`src/rtl/dbg_run_ctrl_if.sv`:
```
// Debug run-control bundle between the debug module / pipeline and the
// dbg_run_ctrl sequencer. The slave modport is the sequencer's view.
interface dbg_run_ctrl_if;
  logic       haltreq_i;
  logic       resumereq_i;
  logic       step_i;
  logic       inst_comp_i;
  logic       stall_i;
  logic       halt_active_o;
  logic       reset_stages_o;
  logic       halted_o;
  logic       resume_ack_o;
  logic [1:0] halt_cause_o;
  logic       drain_err_o;

  modport slave (
    input  haltreq_i, resumereq_i, step_i, inst_comp_i, stall_i,
    output halt_active_o, reset_stages_o, halted_o, resume_ack_o,
           halt_cause_o, drain_err_o
  );

  modport master (
    output haltreq_i, resumereq_i, step_i, inst_comp_i, stall_i,
    input  halt_active_o, reset_stages_o, halted_o, resume_ack_o,
           halt_cause_o, drain_err_o
  );
endinterface

```
`src/rtl/dbg_run_ctrl.sv`:
```
// Debug run-control sequencer for the 3-stage RV32 pipeline.
// Turns halt / resume / single-step requests into halt_active and
// reset_stages controls, waiting on inst_comp for the pipe to drain.
// Optional feature macro: DBG_RUN_CTRL_STEP_EN (single-step support).
module dbg_run_ctrl #(
  parameter int DRAIN_MAX    = 16,
  parameter int FLUSH_CYCLES = 1
) (
  input  logic          clk_i,
  input  logic          reset_i,
  dbg_run_ctrl_if.slave bus
);

  localparam int              CNT_W      = $clog2(DRAIN_MAX + 1);
  localparam logic [CNT_W-1:0] DRAIN_LAST = CNT_W'(DRAIN_MAX - 1);
  localparam logic [CNT_W-1:0] FLUSH_LAST = CNT_W'(FLUSH_CYCLES - 1);
  localparam logic [CNT_W-1:0] CNT_SAT    = {CNT_W{1'b1}};

  typedef enum logic [2:0] {
    RUN    = 3'd0,
    DRAIN  = 3'd1,
    HALTED = 3'd2,
    FLUSH  = 3'd3
`ifdef DBG_RUN_CTRL_STEP_EN
    , STEP = 3'd4
`endif
  } state_t;

  state_t           state_q, state_d;
  logic [CNT_W-1:0] cnt_q;
  logic [1:0]       cause_q;
  logic             drain_err_q;
  logic             drain_last, flush_last;
  logic             halt_active, reset_stages, halted, resume_ack;

`ifdef DBG_RUN_CTRL_STEP_EN
  logic             step_q;
`else
  logic             unused_step_ins;
  assign unused_step_ins = bus.step_i ^ bus.stall_i;
`endif

  // One counter serves both the drain timeout and the flush length; it is
  // only meaningful in DRAIN and FLUSH and restarts on every state change.
  assign drain_last = (state_q == DRAIN) && (cnt_q == DRAIN_LAST);
  assign flush_last = (state_q == FLUSH) && (cnt_q == FLUSH_LAST);

  // State register; reset aborts any drain or flush in progress.
  always_ff @(posedge clk_i) begin
    if (reset_i) state_q <= RUN;
    else         state_q <= state_d;
  end

  // Next-state logic; resume beats a simultaneous haltreq in HALTED.
  always_comb begin
    state_d = state_q;
    case (state_q)
      RUN:    if (bus.haltreq_i) state_d = DRAIN;
      DRAIN:  if (bus.inst_comp_i || drain_last) state_d = HALTED;
      HALTED: if (bus.resumereq_i) state_d = FLUSH;
      FLUSH: begin
        if (flush_last) begin
`ifdef DBG_RUN_CTRL_STEP_EN
          state_d = step_q ? STEP : RUN;
`else
          state_d = RUN;
`endif
        end
      end
`ifdef DBG_RUN_CTRL_STEP_EN
      STEP:   if (bus.haltreq_i || !bus.stall_i) state_d = DRAIN;
`endif
      default: state_d = RUN;
    endcase
  end

  // Outputs decoded purely from registered state, so no input reaches an
  // output combinationally.
  always_comb begin
    halt_active  = 1'b0;
    reset_stages = 1'b0;
    halted       = 1'b0;
    resume_ack   = 1'b0;
    case (state_q)
      DRAIN:  halt_active = 1'b1;
      HALTED: begin
        halt_active = 1'b1;
        halted      = 1'b1;
      end
      FLUSH: begin
        halt_active  = 1'b1;
        reset_stages = 1'b1;
        resume_ack   = flush_last;
      end
      default: ;
    endcase
  end

  // Cycle counter: cleared on any transition, saturating while it dwells.
  always_ff @(posedge clk_i) begin
    if (reset_i)
      cnt_q <= '0;
    else if (state_d != state_q)
      cnt_q <= '0;
    else if ((state_q == DRAIN || state_q == FLUSH) && cnt_q != CNT_SAT)
      cnt_q <= cnt_q + CNT_W'(1);
  end

  // Halt cause is latched on DRAIN entry; a step-completion entry only
  // reports cause 2 when no haltreq is pending at the same time.
  always_ff @(posedge clk_i) begin
    if (reset_i)
      cause_q <= 2'd0;
    else if (state_d == DRAIN && state_q != DRAIN) begin
`ifdef DBG_RUN_CTRL_STEP_EN
      cause_q <= (state_q == STEP && !bus.haltreq_i) ? 2'd2 : 2'd1;
`else
      cause_q <= 2'd1;
`endif
    end
  end

  // Sticky drain-timeout flag; a drain completing on the last allowed
  // cycle still counts as success.
  always_ff @(posedge clk_i) begin
    if (reset_i)
      drain_err_q <= 1'b0;
    else if (drain_last && !bus.inst_comp_i)
      drain_err_q <= 1'b1;
  end

`ifdef DBG_RUN_CTRL_STEP_EN
  // dcsr.step is captured as the hart leaves HALTED.
  always_ff @(posedge clk_i) begin
    if (reset_i)
      step_q <= 1'b0;
    else if (state_q == HALTED && bus.resumereq_i)
      step_q <= bus.step_i;
  end
`endif

  assign bus.halt_active_o  = halt_active;
  assign bus.reset_stages_o = reset_stages;
  assign bus.halted_o       = halted;
  assign bus.resume_ack_o   = resume_ack;
  assign bus.halt_cause_o   = cause_q;
  assign bus.drain_err_o    = drain_err_q;

endmodule

```
`src/flat_wrapper.sv`:
```
// flat-port wrapper written by rule: the top's interface ports become plain ports
module dbg_run_ctrl_flat 
#(
  parameter int DRAIN_MAX    = 16,
  parameter int FLUSH_CYCLES = 1
)
  (clk_i, reset_i, bus_haltreq_i, bus_resumereq_i, bus_step_i, bus_inst_comp_i, bus_stall_i, bus_halt_active_o, bus_reset_stages_o, bus_halted_o, bus_resume_ack_o, bus_halt_cause_o, bus_drain_err_o);
  dbg_run_ctrl_if bus_i ();
  input  logic clk_i;
  input  logic reset_i;
  input wire logic [$bits(bus_i.haltreq_i)-1:0] bus_haltreq_i;
  input wire logic [$bits(bus_i.resumereq_i)-1:0] bus_resumereq_i;
  input wire logic [$bits(bus_i.step_i)-1:0] bus_step_i;
  input wire logic [$bits(bus_i.inst_comp_i)-1:0] bus_inst_comp_i;
  input wire logic [$bits(bus_i.stall_i)-1:0] bus_stall_i;
  output wire logic [$bits(bus_i.halt_active_o)-1:0] bus_halt_active_o;
  output wire logic [$bits(bus_i.reset_stages_o)-1:0] bus_reset_stages_o;
  output wire logic [$bits(bus_i.halted_o)-1:0] bus_halted_o;
  output wire logic [$bits(bus_i.resume_ack_o)-1:0] bus_resume_ack_o;
  output wire logic [$bits(bus_i.halt_cause_o)-1:0] bus_halt_cause_o;
  output wire logic [$bits(bus_i.drain_err_o)-1:0] bus_drain_err_o;
  assign bus_i.haltreq_i = bus_haltreq_i;
  assign bus_i.resumereq_i = bus_resumereq_i;
  assign bus_i.step_i = bus_step_i;
  assign bus_i.inst_comp_i = bus_inst_comp_i;
  assign bus_i.stall_i = bus_stall_i;
  assign bus_halt_active_o = bus_i.halt_active_o;
  assign bus_reset_stages_o = bus_i.reset_stages_o;
  assign bus_halted_o = bus_i.halted_o;
  assign bus_resume_ack_o = bus_i.resume_ack_o;
  assign bus_halt_cause_o = bus_i.halt_cause_o;
  assign bus_drain_err_o = bus_i.drain_err_o;
  dbg_run_ctrl #(.DRAIN_MAX(DRAIN_MAX), .FLUSH_CYCLES(FLUSH_CYCLES)) u_core (.clk_i(clk_i), .reset_i(reset_i), .bus(bus_i));
endmodule
```
`config.mk`:
```
export PLATFORM = sky130hd
export DESIGN_NAME = dbg_run_ctrl_flat
export DESIGN_NICKNAME = d
export VERILOG_FILES = /design/src/rtl/dbg_run_ctrl_if.sv /design/src/rtl/dbg_run_ctrl.sv /design/src/flat_wrapper.sv
export SDC_FILE = /design/constraint.sdc
export NUM_CORES = 1
export LEC_CHECK = 0
export ABC_AREA = 1
export CAP_MARGIN = 0
export CORE_MARGIN = 8
export CORE_UTILIZATION = 42
export CTS_CLUSTER_SIZE = 10
export DETAILED_ROUTE_END_ITERATION = 12
export PLACE_DENSITY = 0.78
export SLEW_MARGIN = 20
export SYNTH_ARGS = -nofsm -noshare
export SYNTH_HDL_FRONTEND = slang
export SYNTH_SLANG_ARGS = --single-unit
```
`constraint.sdc`:
```
create_clock -name clk_i -period 1.4 [get_ports clk_i]
set_input_delay 0.28 -clock clk_i [delete_from_list [all_inputs] [get_ports clk_i]]
set_output_delay 0.28 -clock clk_i [all_outputs]
set_load 0.01 [all_outputs]
```
# == Word-level counts from Yosys, hierarchy flattened ==
# Cells that the tools add are included.
# totals
reg_bits,10
wordCells,34
# classes
reduce_logical,12
eq_ne,8
add_sub_neg,1
n_mux,9
# op_table
operator,n
2-to-1 mux 3 bit,4
one-hot mux 3 bit (4 select lines),1
"equality test 3 x 1 -> 1 bit, second input constant",2
"equality test 3 x 2 -> 1 bit, second input constant",2
"adder 5 x 1 -> 5 bit, second input constant",1
"equality test 5 x 4 -> 1 bit, second input constant",1
logical AND 1 bit,5
logical NOT 5 bit,1
"inequality test 5 bit, second input constant",1
2-to-1 mux 1 bit,4
logical NOT 3 bit,1
"inequality test 3 x 1 -> 1 bit, second input constant",1
inequality test 3 bit,1
OR reduction 3 bit,1
logical OR 1 bit,2
OR reduction 2 bit,1
logical NOT 1 bit,1

# == Depth between registers and ports, before layout ==
# Gate-level depths: netlist of the first run.
# logic_depth
depth_word,7
mapped_depth,11

# == Least setup slack after synthesis of the first run ==
# Ideal clock, no wire load.
# synth_path
path_kind,register to register
startpoint,register u_core.cnt_q[0]
endpoint,register u_core.cnt_q[0]
slack_ps,-84
n_path_buf,0
arrival_ps,1419
stages_incl_launch_ff,11
period_less_slack_ps,1484
cell_sequence,dfxtp_1 ha_1 and3_1 ha_1 inv_1 nand4_1 nand2_1 nor2_1 nand2_1 nand3_2 nor2_1
# synth_between
elab_chain_cells,7
word_cells_on_any_way,13
# synth_rtl
element,line,source
start: declaration,dbg_run_ctrl.sv:30,logic [CNT_W-1:0] cnt_q;
start signal: assignment,dbg_run_ctrl.sv:106,cnt_q <= cnt_q + CNT_W'(1);
equality test 5 x 4 -> 1 bit,dbg_run_ctrl.sv:45,assign drain_last = (state_q == DRAIN) && (cnt_q == DRAIN_LAST);
logical AND 1 bit,dbg_run_ctrl.sv:45,
logical OR 1 bit,dbg_run_ctrl.sv:59,DRAIN: if (bus.inst_comp_i || drain_last) state_d = HALTED;
2-to-1 mux 3 bit,dbg_run_ctrl.sv:59,
one-hot mux 3 bit (4 select lines),dbg_run_ctrl.sv:57,case (state_q)
inequality test 3 bit,dbg_run_ctrl.sv:103,else if (state_d != state_q)
OR reduction 2 bit (no line),n/a,
# Parallel ways exist; a longest one is shown, timed or not.
# A chain may end at the register's enable or synchronous reset.

# == Worst setup path after layout of the first run ==
# layout_path
startpoint,register u_core.cnt_q[1]
endpoint,register u_core.cnt_q[1]
# Same word-level chain as after synthesis.

==> results of run 1 <==
## cells in the final DEF, fill, tap and decap left out, drive strengths merged
cell	synthesis	final
buf	1	22
inv	16	16
nor2	16	16
nand2	12	12
dfxtp	10	10
a21oi	5	5
nand4	4	4
clkdlybuf4s50	0	4
ha	4	4
clkbuf	0	4
o21ai	4	4
nand3	3	3
xor2	2	2
conb	1	2
dlygate4sd2	0	2
nor3	1	1
and3	1	1
clkinv	1	1
o21bai	1	1
xnor2	1	1
clkdlybuf4s15	0	1
## area by class of cell
cell class | count | area share, %
Clock buffer | 3 | 2.31
Timing Repair Buffer | 30 | 25.0
Inverter | 17 | 6.92
Tap cell | 15 | 1.92
Sequential cell | 10 | 21.2
Multi-Input combinational cell | 56 | 42.7
## per-stage QoR
step / hold slack (ns) / TNS, ns / setup WS, ns
floorplan: 0.349 / -0.00449 / -0.00449
global placement: 0.436 / -1.08 / -0.246
detailed placement: 0.445 / -1.50 / -0.274
CTS: 0.451 / -0.941 / -0.169
global route: 0.464 / -1.58 / -0.259
finish: 0.441 / -1.04 / -0.187
## worst max-delay path: cells and delay by family (launching register included)
family                   cells  cell delay, ns
flip-flops                   1            0.32
buffers and inverters        2            0.17
adder cells (fa/ha/maj)      2            0.32
AND/OR/NAND/NOR              7            0.70
## routing by layer
layer	vias up	share of wire, %
li1	320	-
met1	302	36
met4	0	2.3
met2	10	57
met5	-	0
met3	5	5.1
## registers in the layout (all words and copies together) (netlist names)
signal / cells
u_core.cnt_q: 5
u_core.state_q: 3
u_core.bus.drain_err_o: 1
u_core.bus.halt_cause_o: 1
## cell families after synthesis
logic type      share of synthesized area [%]
compound gates                           9.32
fa+ha+maj                                8.28
simple gates                             32.3
other cells                             0.621
flops                                    33.1
xor+xnor                                 4.35
buf+inv                                  12.0
## how the worst max path moves through the flow
stage,cells past startpoint,end
6_report,11,u_core.cnt_q[1]$_SDFFE_PP0P_
5_1_grt,11,u_core.cnt_q[3]$_SDFFE_PP0P_
4_1_cts,11,u_core.cnt_q[0]$_SDFFE_PP0P_
3_5_place_dp,7,bus_resume_ack_o
3_3_place_gp,7,bus_resume_ack_o
2_1_floorplan,10,u_core.cnt_q[0]$_SDFFE_PP0P_
## power by group
group | total, uW | switching, uW | internal [uW]
clock network | 191 | 91.8 | 99.0
logic | 102 | 50.4 | 51.5
registers | 297 | 5.44 | 291
total | 590 | 148 | 442
## Yosys cell counts
cell type / n
inv_1: 12
nor2_1: 12
dfxtp_1: 10
nand2_1: 10
a21oi_1: 5
ha_1: 4
inv_2: 4
nand4_1: 4
nand2_2: 2
nand3_1: 2
nor2_2: 2
o21ai_0: 2
o21ai_1: 2
xor2_1: 2
and3_1: 1
buf_4: 1
clkinv_2: 1
conb_1: 1
nand3_2: 1
nor2_4: 1
nor2_8: 1
nor3_1: 1
o21bai_2: 1
xnor2_1: 1
## what timing repair did
item / in CTS / in global routing
pin swaps: 4 / 6
setup endpoints to repair: 12 / 11
buffers inserted: 1 / 2
endpoints found under the hold margin: 0 / 0
resized for setup: 18 / 17
==> results.cfg, run 1 <==
[yosys]
ys_types = 24
synth_area_um2 = 604
synth_top_area_cell = dfxtp_1
synth_area_per_cell_um2 = 7.28
synth_cells = 83
yosysTopAreaCellShare_pct = 33.1
ys_seq_elements = 10
synth_area_leaders = dfxtp_1 33%, ha_1 8.3%, inv_1 7.5%
yosysWarnings = 0
ys_seq_area_share_pct = 33.1

[cells_and_area]
regArea_um2 = 206
fin_cells = 131
n_antenna_cell = 0
drive_gt1_share_pct = 48.3
final_net_count = 129
fill_cells = 99
syn2layout_area_growth_pct = 61.5
final_util_pct = 74.1
design_area_um2 = 976
multi_input_area_um2 = 417

[timing]
setup_ws_ns = -0.187
slew_violations = 0
period_needed_ns = 1.59
clock_skew_ns = 0.00395
period_share_pct = 113
hold_viol = 0
max_freq_mhz = 630
final-setup-viol-count = 6
rsz0062_at_grt = yes

[drt]
first_iter_violations = 2
firstDrtPassIters = 2
routed_wl_um = 1540
drc_errors = 0
avgRoutedWirePerCell_um = 11.8
vias = 637
vias_per_cell = 4.86
route.antenna.remaining_nets = 0

[clock_network]
hold_buffers = 0
numCtsBuffers = 3
cts_tree = done
cts_root_buf = clkbuf_4
clkSinkCount = 10
htreeDepth = 1
clk_path_buf_depth = 2
clock_latency_ns = 0.26
clk_pin_slew_ns = 0.06

[global_routing]
met3_usage_pct = 3.58
grt_use_total_pct = 10.5
use_met1_pct = 9.63
grt_max_degree = 7
grtUsageMet2_pct = 18.7
grt_remaining_overflow = 0
grt_pass1_vias = 565
antenna_found_initial = 0
grt_pass1_wl_um = 2190
gr-max-usage-layer = met2

[placed_design]
port_buffers = 10
place.gp.congestion = 0.801
place_area_um2 = 872
post-dp-hpwl_um = 1130
place_inst = 125

[setup_path]
start_kind = register
max_stage_delay_ns = 0.32
slowest_stage = dfxtp_2
cp.required_ns = 1.59
path_cells = buf_6 > ha_4 > and3_4 > ha_4 > inv_4 > nand4_1 > nand2_2 > nor2_4 > nand2_2 > nand3_4 > nor2_1
cp-end-kind = register
arrival_ns = 1.78
crit_start = u_core.cnt_q[1]$_SDFFE_PP0P_
r2r_slack_ns = -0.19
path_max_fanout = 5
r2r_start = u_core.cnt_q[1]$_SDFFE_PP0P_
worstSetupPathType = reg2reg
r2r_cells = 11
r2r-end = u_core.cnt_q[1]$_SDFFE_PP0P_

[floorplan]
std_cell_rows = 13
core_region_area_um2 = 1320
die_h_um = 53.9
die_x_um = 53.9
dieArea_um2 = 2910
num_io_pins = 14
start_util_pct = 45.9

[power_and_ir_drop]
p_per_area_nw_per_um2 = 604
p_total_uw = 590
static-leakage-power_uw = 0.000418
peakVddDrop_v = 0.000473

[hold_path]
hold_end = u_core.bus.halt_cause_o[0]$_SDFFE_PP0P_
hold_start = u_core.bus.halt_cause_o[0]$_SDFFE_PP0P_
min_path_type = reg2reg
hold-path-cell-count = 2

[status]
outcome = finished, violations left
failed_checks = setup timing

[run]
drv_cap = 0
(Power assumes the default switching activity.)
==> run 2, diff against run 1 <==
--- a/config.mk
+++ b/config.mk
@@ -8,10 +8,11 @@
 export ABC_AREA = 1
 export CAP_MARGIN = 0
 export CORE_MARGIN = 8
-export CORE_UTILIZATION = 42
+export CORE_UTILIZATION = 45
+export CTS_BUF_LIST = sky130_fd_sc_hd__clkbuf_2
 export CTS_CLUSTER_SIZE = 10
 export DETAILED_ROUTE_END_ITERATION = 12
-export PLACE_DENSITY = 0.78
+export PLACE_DENSITY = 0.82
 export SLEW_MARGIN = 20
 export SYNTH_ARGS = -nofsm -noshare
 export SYNTH_HDL_FRONTEND = slang
==> results.cfg, run 2 (synthesized netlist as in run 1, its figures left out) <==
[status]
outcome = finished, violations left
failed_checks = setup timing

[drt]
wl_met2_um = 800
wl_met3_um = 98
vias = 642
routed_wl_um = 1500
drc_errors = 0
route.antenna.remaining_nets = 0
firstDrtPassIters = 4
avgRoutedWirePerCell_um = 11.3
vias_per_cell = 4.86
first_iter_violations = 12
highest_layer = met4
drt-met1-wl_um = 548

[timing]
period_share_pct = 110
slew_violations = 0
tns_ns = -0.841
rsz0062_at_grt = yes
max_freq_mhz = 646
hold_viol = 0
final-setup-viol-count = 7
period_needed_ns = 1.55
clock_skew_ns = 0.00337
setup_ws_ns = -0.147

[setup_path]
cp-end-kind = register
crit_start = u_core.cnt_q[0]$_SDFFE_PP0P_
cp.required_ns = 1.59
r2r_start = u_core.cnt_q[0]$_SDFFE_PP0P_
slowest_stage = dfxtp_2
start_kind = register
path_cells = buf_6 > ha_4 > and3_4 > ha_4 > inv_2 > nand4_1 > nand2_2 > nor2_2 > nand2_2 > nand3_4 > nor2_1
worstSetupPathType = reg2reg
r2r_cells = 11
critPathTopFamily = simple AND/OR/NAND/NOR gates
path_max_fanout = 5
crit_buf_inv = 2
arrival_ns = 1.73
worstSetupPathDepth = 11
max_stage_delay_ns = 0.33

[cells_and_area]
syn2layout_area_growth_pct = 56.3
final_cell_mix = 19 x buf_4, 11 x inv_1, 10 x nor2_1
final_common_cell = buf_4
largest_register_ffs = 5
largestRegisters = u_core.cnt_q: 5 flops, u_core.state_q: 3 flops
final_net_count = 130
n_antenna_cell = 0
drive_gt1_share_pct = 47.9
regMostFlops = u_core.cnt_q
fin_cells = 132

[power_and_ir_drop]
static-leakage-power_uw = 0.000423
internal_power_uw = 397
peakVddDrop_v = 0.000371
seqPwrFrac_pct = 54.8
p_switching_uw = 144
comb_power_share_pct = 17.5
clock_power_share_pct = 27.6
p_per_area_nw_per_um2 = 572
swShare_pct = 26.6

[run]
drv_cap = 0

[hold_path]
hold-path-cell-count = 2
hold_start = u_core.bus.halt_cause_o[0]$_SDFFE_PP0P_
min_path_type = reg2reg

[placed_design]
post-dp-hpwl_um = 1210
place.gp.congestion = 0.823
place_inst = 125
port_buffers = 10

[global_routing]
grt_use_total_pct = 11.4
antenna_found_initial = 0
grt_pass1_wl_um = 2410
grt_remaining_overflow = 0
grt_max_degree = 7
grt_pass1_vias = 633

[floorplan]
dieArea_um2 = 2770
die_h_um = 52.6
core_region_area_um2 = 1280
start_util_pct = 47.0
std_cell_rows = 13
die_x_um = 52.6
num_io_pins = 14

[clock_network]
numCtsBuffers = 3
clk_pin_slew_ns = 0.08
cts_tree = done
clk_path_buf_depth = 2
clkSinkCount = 10
clock_latency_ns = 0.25
cts_root_buf = clkbuf_2
htreeDepth = 1
hold_buffers = 0
[run 2: final cells by class]
cell class,instances,area (um^2)
multi-input combinational,56,393
timing repair buffer,31,246
inverter,17,65.1
sequential,10,206
tap,15,18.8
fill,105,340
clock buffer,3,15.0
[run 2: path summary, 6_finish.rpt]
| path | endpoint | slack, ns |
|---|---|---|
| min | u_core.bus.halt_cause_o[0]$_SDFFE_PP0P_ | 0.45 |
| min reg2reg | u_core.bus.halt_cause_o[0]$_SDFFE_PP0P_ | 0.45 |
| max reg2reg | u_core.cnt_q[0]$_SDFFE_PP0P_ | -0.15 |
| max | u_core.cnt_q[0]$_SDFFE_PP0P_ | -0.15 |
[run 2: timing repair]
action,4_1_cts,5_1_grt
endpoints found under the setup margin,12,10
gates resized for setup,21,6
pin swaps,8,8
buffers inserted,5,1
[run 2: through the flow]
step           area [um^2]  utilization [%]  hold slack [ns]  power [uW]  setup slack, ns
4_1_cts                940             73.1            0.456         543           -0.179
5_1_grt                945             73.5            0.477         571           -0.238
3_3_place_gp           872             67.9            0.436         387           -0.249
3_5_place_dp           872             67.9            0.446         391           -0.267
6_report               945             73.5            0.450         541           -0.147
2_1_floorplan          633                -            0.349         343         -0.00449
[run 2: worst reg2reg max path, cell delays in order (launching register included)]
cell and delay [ns]:
dfxtp_2 0.33, buf_6 0.12, ha_4 0.15, and3_4 0.15, ha_4 0.16, inv_2 0.06, nand4_1 0.09, nand2_2 0.11
nor2_2 0.05, nand2_2 0.08, nand3_4 0.09, nor2_1 0.09
[run 2: layer usage]
metal  vias to the layer above  track usage, %
li1                        323               -
met1                       292            10.1
met2                        22            21.7
met3                         5            2.56
met4                         0            7.76
met5                         -               0
[run 2: power groups by stage]
stage	Combinational, uW	Sequential (uW)	Clock (uW)
2_1_floorplan	39.3	304	0
3_3_place_gp	84.7	302	0
3_5_place_dp	88.7	303	0
4_1_cts	89.4	297	157
5_1_grt	102	298	171
6_report	94.8	297	149
==> edit 1, RTL diff (settings of run 1) <==
`DRAIN_MAX` is set to 16 in 2 places; all go to 32.
--- a/src/rtl/dbg_run_ctrl.sv
+++ b/src/rtl/dbg_run_ctrl.sv
@@ -4,5 +4,5 @@
 // Optional feature macro: DBG_RUN_CTRL_STEP_EN (single-step support).
 module dbg_run_ctrl #(
-  parameter int DRAIN_MAX    = 16,
+  parameter int DRAIN_MAX    = 32,
   parameter int FLUSH_CYCLES = 1
 ) (
--- a/src/flat_wrapper.sv
+++ b/src/flat_wrapper.sv
@@ -2,5 +2,5 @@
 module dbg_run_ctrl_flat 
 #(
-  parameter int DRAIN_MAX    = 16,
+  parameter int DRAIN_MAX    = 32,
   parameter int FLUSH_CYCLES = 1
 )
Formal check against the unedited RTL: same outputs for any inputs over 10 cycles, from zero or initial values and one cycle with reset_i high; that may be too few to reach the edited logic, so the function may still have changed.
==> edit 1 against run 1 <==
The run still ends with setup timing left; worst setup slack gained 0.12 ns; core utilization shrank 5.7 points; clock skew grew 0.0043 ns; first-iteration DRC count grew to 7.0 times the old value; critical path depth shrank 6; sequential cell count grew 1; synthesized cell count grew 9.6%; fmax grew 8.4%; design area grew 3.1%; combinational power shrank 32%; wire length grew 9.5%; synthesized area grew 5.4%; via count grew 2.7%; power grew 4.6%; critical path type is now flop to output port.
==> edit 1: results (changes against run 1) <==
[placement]
hpwl_um=1100  ; -2.2%
gp_congestion=0.766  ; -4.4%
postPlaceCellArea_um2=873  ; +0.14%
dp_slack_ns=-0.203  ; +0.0710 ns

[finish]
drive_gt1_share_pct=48.4  ; +0.085 points
top_regs=u_core.cnt_q (6), u_core.state_q (3)
fin_cells=138  ; +5.3%
fillers=121  ; +22%

[routing]
firstDrtPassIters=4  ; +2
drt-initial-drc-count=14  ; +12
vias=654  ; +2.7%

[clock_network]
path_clk_slew_ns=0.08  ; +0.02 ns
clk_latency_ns=0.28  ; +0.02 ns

[pwr]
leakage_nw=0.449  ; +7.5%
p_clk_mw=0.226  ; +18%
p_int_mw=0.464  ; +4.9%
p_comb_mw=0.0694  ; -32%
p_sw_mw=0.153  ; +3.6%

[logic_synthesis]
syn_inst=91  ; +9.6%
ys_types=23  ; -4.2%
synth.area.top_cells=dfxtp_1 (35%), nor2_1 (11%), inv_1 (8.8%), nand2_1 (7.7%), xor2_1 (5.5%)
yosys-top-cells-count=nor2_1 (18), inv_1 (15), nand2_1 (13), dfxtp_1 (11), nand3_1 (6)
yosysSeqAreaShare_pct=34.6  ; +1.5 points

[worst_setup_path]
critPathArrivalTime_ns=1.18  ; -0.60 ns
slowest_delay_ns=0.34  ; +0.02 ns
critical-path-top-delay-family=flip-flops
cp_max_fo=2  ; -3

[outcome]
violations=setup timing
status=finished with violations

[grt]
grt_usage_pct=12.2  ; +1.7 points
grt_pass1_vias=635  ; +12%
grt_pass1_wl_um=2680  ; +22%

[timing]
worst_slack_ns=-0.0641  ; +0.123 ns
setup-violations-final=7  ; +1
skew_ns=0.00821  ; +0.00426 ns

==> edit 1: cell count changes in the layout (fill, tap and decap cells not counted), sizes merged, moves of 2 or more <==
| cell | delta |
|---|---|
| nand3 | +5 |
| inv | +2 |
| a21oi | -4 |
| nand2 | +3 |
| nand4 | -3 |
| nor2 | +6 |
| xor2 | +2 |
| buf | -2 |
| ha | -2 |
==> edit 1: cell type report <==
type | instances | area [µm²] | area share [%]
clock buffer | 4 | 26.3 | 2.61
inverter | 18 | 67.6 | 6.72
multi-input combinational | 62 | 454 | 45.1
sequential | 11 | 225 | 22.4
tap | 16 | 20.0 | 1.99
timing repair buffer | 27 | 213 | 21.1
==> edit 1: metal layers <==
metal	global-route usage, %	vias up	share of wire (%)
li1	-	337	-
met1	14.4	300	44
met2	20.4	13	52
met3	2.67	4	2.7
met4	6.00	0	1.0
met5	0	-	0
==> edit 1: worst paths after layout <==
check,from,to,slack (ns),cells after the start
min reg2reg,u_core.bus.drain_err_o,u_core.bus.drain_err_o,0.44,2
max,u_core.cnt_q[0],bus_resume_ack_o,-0.06,5
max reg2reg,u_core.cnt_q[0],u_core.cnt_q[3],-0.05,9
min,u_core.bus.drain_err_o,u_core.bus.drain_err_o,0.44,2
==> edit 1: logic make-up (layout without fill, tap and decap cells) <==
kind of cell | after synthesis | after routing | synth area share [%]
simple gates | 47 | 47 | 34.6
buf+inv | 19 | 49 | 11.8
flops | 11 | 11 | 34.6
compound gates | 6 | 6 | 7.66
xor+xnor | 5 | 5 | 6.88
fa+ha+maj | 2 | 2 | 3.93
other cells | 1 | 2 | 0.589
==> edit 1: timing repair <==
action	in CTS	in global routing
resized for setup	32	17
buffers inserted	0	1
cloned	0	0
pin swaps	8	11
setup endpoints to repair	12	8
==> edit 2, RTL diff (config.mk and constraints of run 1) <==
Without the edit above. Re-encode `state_t` (4 states) as Gray code, 2 bits wide.
--- a/src/rtl/dbg_run_ctrl.sv
+++ b/src/rtl/dbg_run_ctrl.sv
@@ -17,9 +17,9 @@
   localparam logic [CNT_W-1:0] CNT_SAT    = {CNT_W{1'b1}};
 
-  typedef enum logic [2:0] {
-    RUN    = 3'd0,
-    DRAIN  = 3'd1,
-    HALTED = 3'd2,
-    FLUSH  = 3'd3
+  typedef enum logic [1:0] {
+    RUN    = 2'b00,
+    DRAIN  = 2'b01,
+    HALTED = 2'b11,
+    FLUSH  = 2'b10
 `ifdef DBG_RUN_CTRL_STEP_EN
     , STEP = 3'd4
Check against the original RTL: no difference found for any inputs over 10 cycles, from zero or initial values and one cycle with reset_i high; not proved beyond that.
==> edit 2 against run 1 <==
The run still ends with setup timing left; clock skew shrank 0.0017 ns; synthesized area rose by 5.8%; worst setup slack improved by 0.030 ns; critical path depth grew 2; die area rose by 4.1%; sequential cell count is 1 lower; design area up 4.0%; core utilization down 5.1 points; wire length rose by 6.7%; critical path type unchanged; largest cell class unchanged.
Power is not compared: it rests on default switching activity, and its combinational part moved more than twofold at a synthesized area within 25%.
==> edit 2: results (changes against run 1) <==
[clock_network]
root_buffer=clkbuf_4
numCtsBuffers=3  ; unchanged
cts_buffer_depth=2  ; unchanged
path_clk_slew_ns=0.06  ; about the same
cts.htree.levels=1  ; unchanged
clk_latency_ns=0.27

[hold_path]
hp-class=flop to flop

[logic_synthesis]
syn-num-nets=105
ys_async_sr_fraction_pct=0  ; unchanged
yosys-top-cells-count=nand2_1 (16), inv_1 (15), dfxtp_1 (9), nor2_1 (9), ha_1 (8)
ys.flop_type=dfxtp_1
yosysSeqAreaShare_pct=28.2  ; -4.9 points
synth.area.top_cells=dfxtp_1 (28%), ha_1 (16%), nand2_1 (9.4%), inv_1 (8.8%), nor2_2 (5.9%)
yosysWarnings=0  ; unchanged
ys_types=21  ; -13%

[outcome]
status=finished with violations
violations=setup timing

[timing]
setup_tns_ns=-1.03  ; +0.00917 ns
setup-violations-final=9  ; +3
worst_slack_ns=-0.157  ; +0.0295 ns
skew_ns=0.00221  ; -0.00174 ns
finalHoldViolCount=0  ; unchanged

[grt]
antenna_found_initial=0  ; unchanged
grt_pass1_wl_um=2500  ; +14%
grt_max_degree=6  ; -1
grt_pass1_vias=626  ; +11%
grt_usage_pct=11.6  ; +1.1 points

[finish]
fillers=122  ; +23%
largest_register_ffs=5  ; unchanged
drive_gt1_share_pct=55.4  ; +7.1 points
nNetsFinal=137  ; +6.2%
diodes=0  ; unchanged
top_regs=u_core.cnt_q (5), u_core.state_q (2)

[pwr]
sw_frac_of_total_pct=39.0
irDropWorstVdd_mv=0.781
leakage_nw=0.492

[routing]
drt-initial-drc-count=9  ; +7
wl_um=1650  ; +6.7%
via_per_inst=4.62  ; -5.0%
firstDrtPassIters=4  ; +2

[worst_setup_path]
reg2reg_depth=13  ; +2
slowest_stage=dfxtp_4
slowest_delay_ns=0.36  ; +0.04 ns
crit_start=u_core.cnt_q[0]
endpoint=u_core.cnt_q[0]
cp_max_fo=5  ; unchanged
critPathArrivalTime_ns=1.76  ; -0.02 ns

[placement]
hpwl_um=1150  ; +2.2%
postPlaceCellArea_um2=900  ; +3.2%
dp_slack_ns=-0.229  ; +0.0447 ns
gp_congestion=0.753  ; -6.1%
io_buffers=10  ; unchanged

-- edit 2: changes by cell type in the layout (fill, tap and decap cells not counted), sizes merged --
cell	delta
a21oi	-4
and3	-1
clkdlybuf4s15	-1
clkinv	-1
conb	-1
dfxtp	-1
ha	+4
inv	+3
nand2	+10
nand3	+2
nand4	-4
nor3	+1
o21bai	-1
xor2	-1
-- edit 2: worst min-delay path by stage --
stage | start | slack (ns) | cells after the start | end
final | u_core.bus.halt_cause_o[0] | 0.45 | 2 | u_core.bus.halt_cause_o[0]
after global routing | u_core.bus.halt_cause_o[0] | 0.49 | 2 | u_core.bus.halt_cause_o[0]
after CTS | u_core.bus.halt_cause_o[0] | 0.46 | 2 | u_core.bus.halt_cause_o[0]
after detailed placement | u_core.bus.halt_cause_o[0] | 0.45 | 2 | u_core.bus.halt_cause_o[0]
after global placement | u_core.bus.halt_cause_o[0] | 0.45 | 2 | u_core.bus.halt_cause_o[0]
after floorplan | reset_i | 0.35 | 1 | u_core.bus.drain_err_o
-- edit 2: what timing repair did --
action	CTS	global route
buffers inserted	4	0
endpoints found under the setup margin	14	13
resized for setup	32	12
pin swaps	11	9
-- edit 2: stage by stage --
| stage | instances | util, % |
|---|---|---|
| final | 137 | 69.0 |
| after global routing | 137 | 69.0 |
| after CTS | 139 | 67.5 |
| after detailed placement | 131 | 61.1 |
| after global placement | 131 | 61.1 |
| after floorplan | 90 | - |
-- edit 2: worst max-delay path, delay by kind of cell (launching register included) --
| kind | cells | cell delay [ns] |
|---|---|---|
| adders and majority gates | 2 | 0.32 |
| DFF | 1 | 0.36 |
| and+or+nand+nor | 11 | 0.80 |
-- edit 2: cell families (layout without fill, tap and decap cells) --
group / after synthesis / in the layout / synth area share (%)
AO/OA/AOI/OAI: 5 / 5 / 4.50
XOR/XNOR: 2 / 2 / 2.74
adder cells (fa/ha/maj): 8 / 8 / 15.7
buffers and inverters: 20 / 51 / 12.3
flip-flops: 9 / 9 / 28.2
other: 1 / 1 / 0.587
AND/OR/NAND/NOR: 45 / 45 / 36.0
-- edit 2: final cells by class --
class	count	area (µm²)	area share, %
clock buffer	4	26.3	2.59
multi-input combinational	61	480	47.3
sequential	9	190	18.7
inverter	19	71.3	7.03
tap	16	20.0	1.97
timing repair buffer	28	226	22.3
-- edit 2: routing by layer --
layer  global-route usage, %  wire length (µm)  up-vias
met2                    22.8               928       11
met1                    10.5               590      291
li1                        -                 -      327
met3                    5.61               116        4
met5                       0                 0        -
met4                    2.40                10        0
-- edit 2: power by group through the flow --
stage | Clock [mW] | Combinational, mW | Sequential, mW
CTS | 0.218 | 0.588 | 0.314
floorplan | 0 | 0.295 | 0.326
finish | 0.208 | 0.621 | 0.319
global placement | 0 | 0.537 | 0.316
detailed placement | 0 | 0.549 | 0.317
global route | 0.225 | 0.678 | 0.324
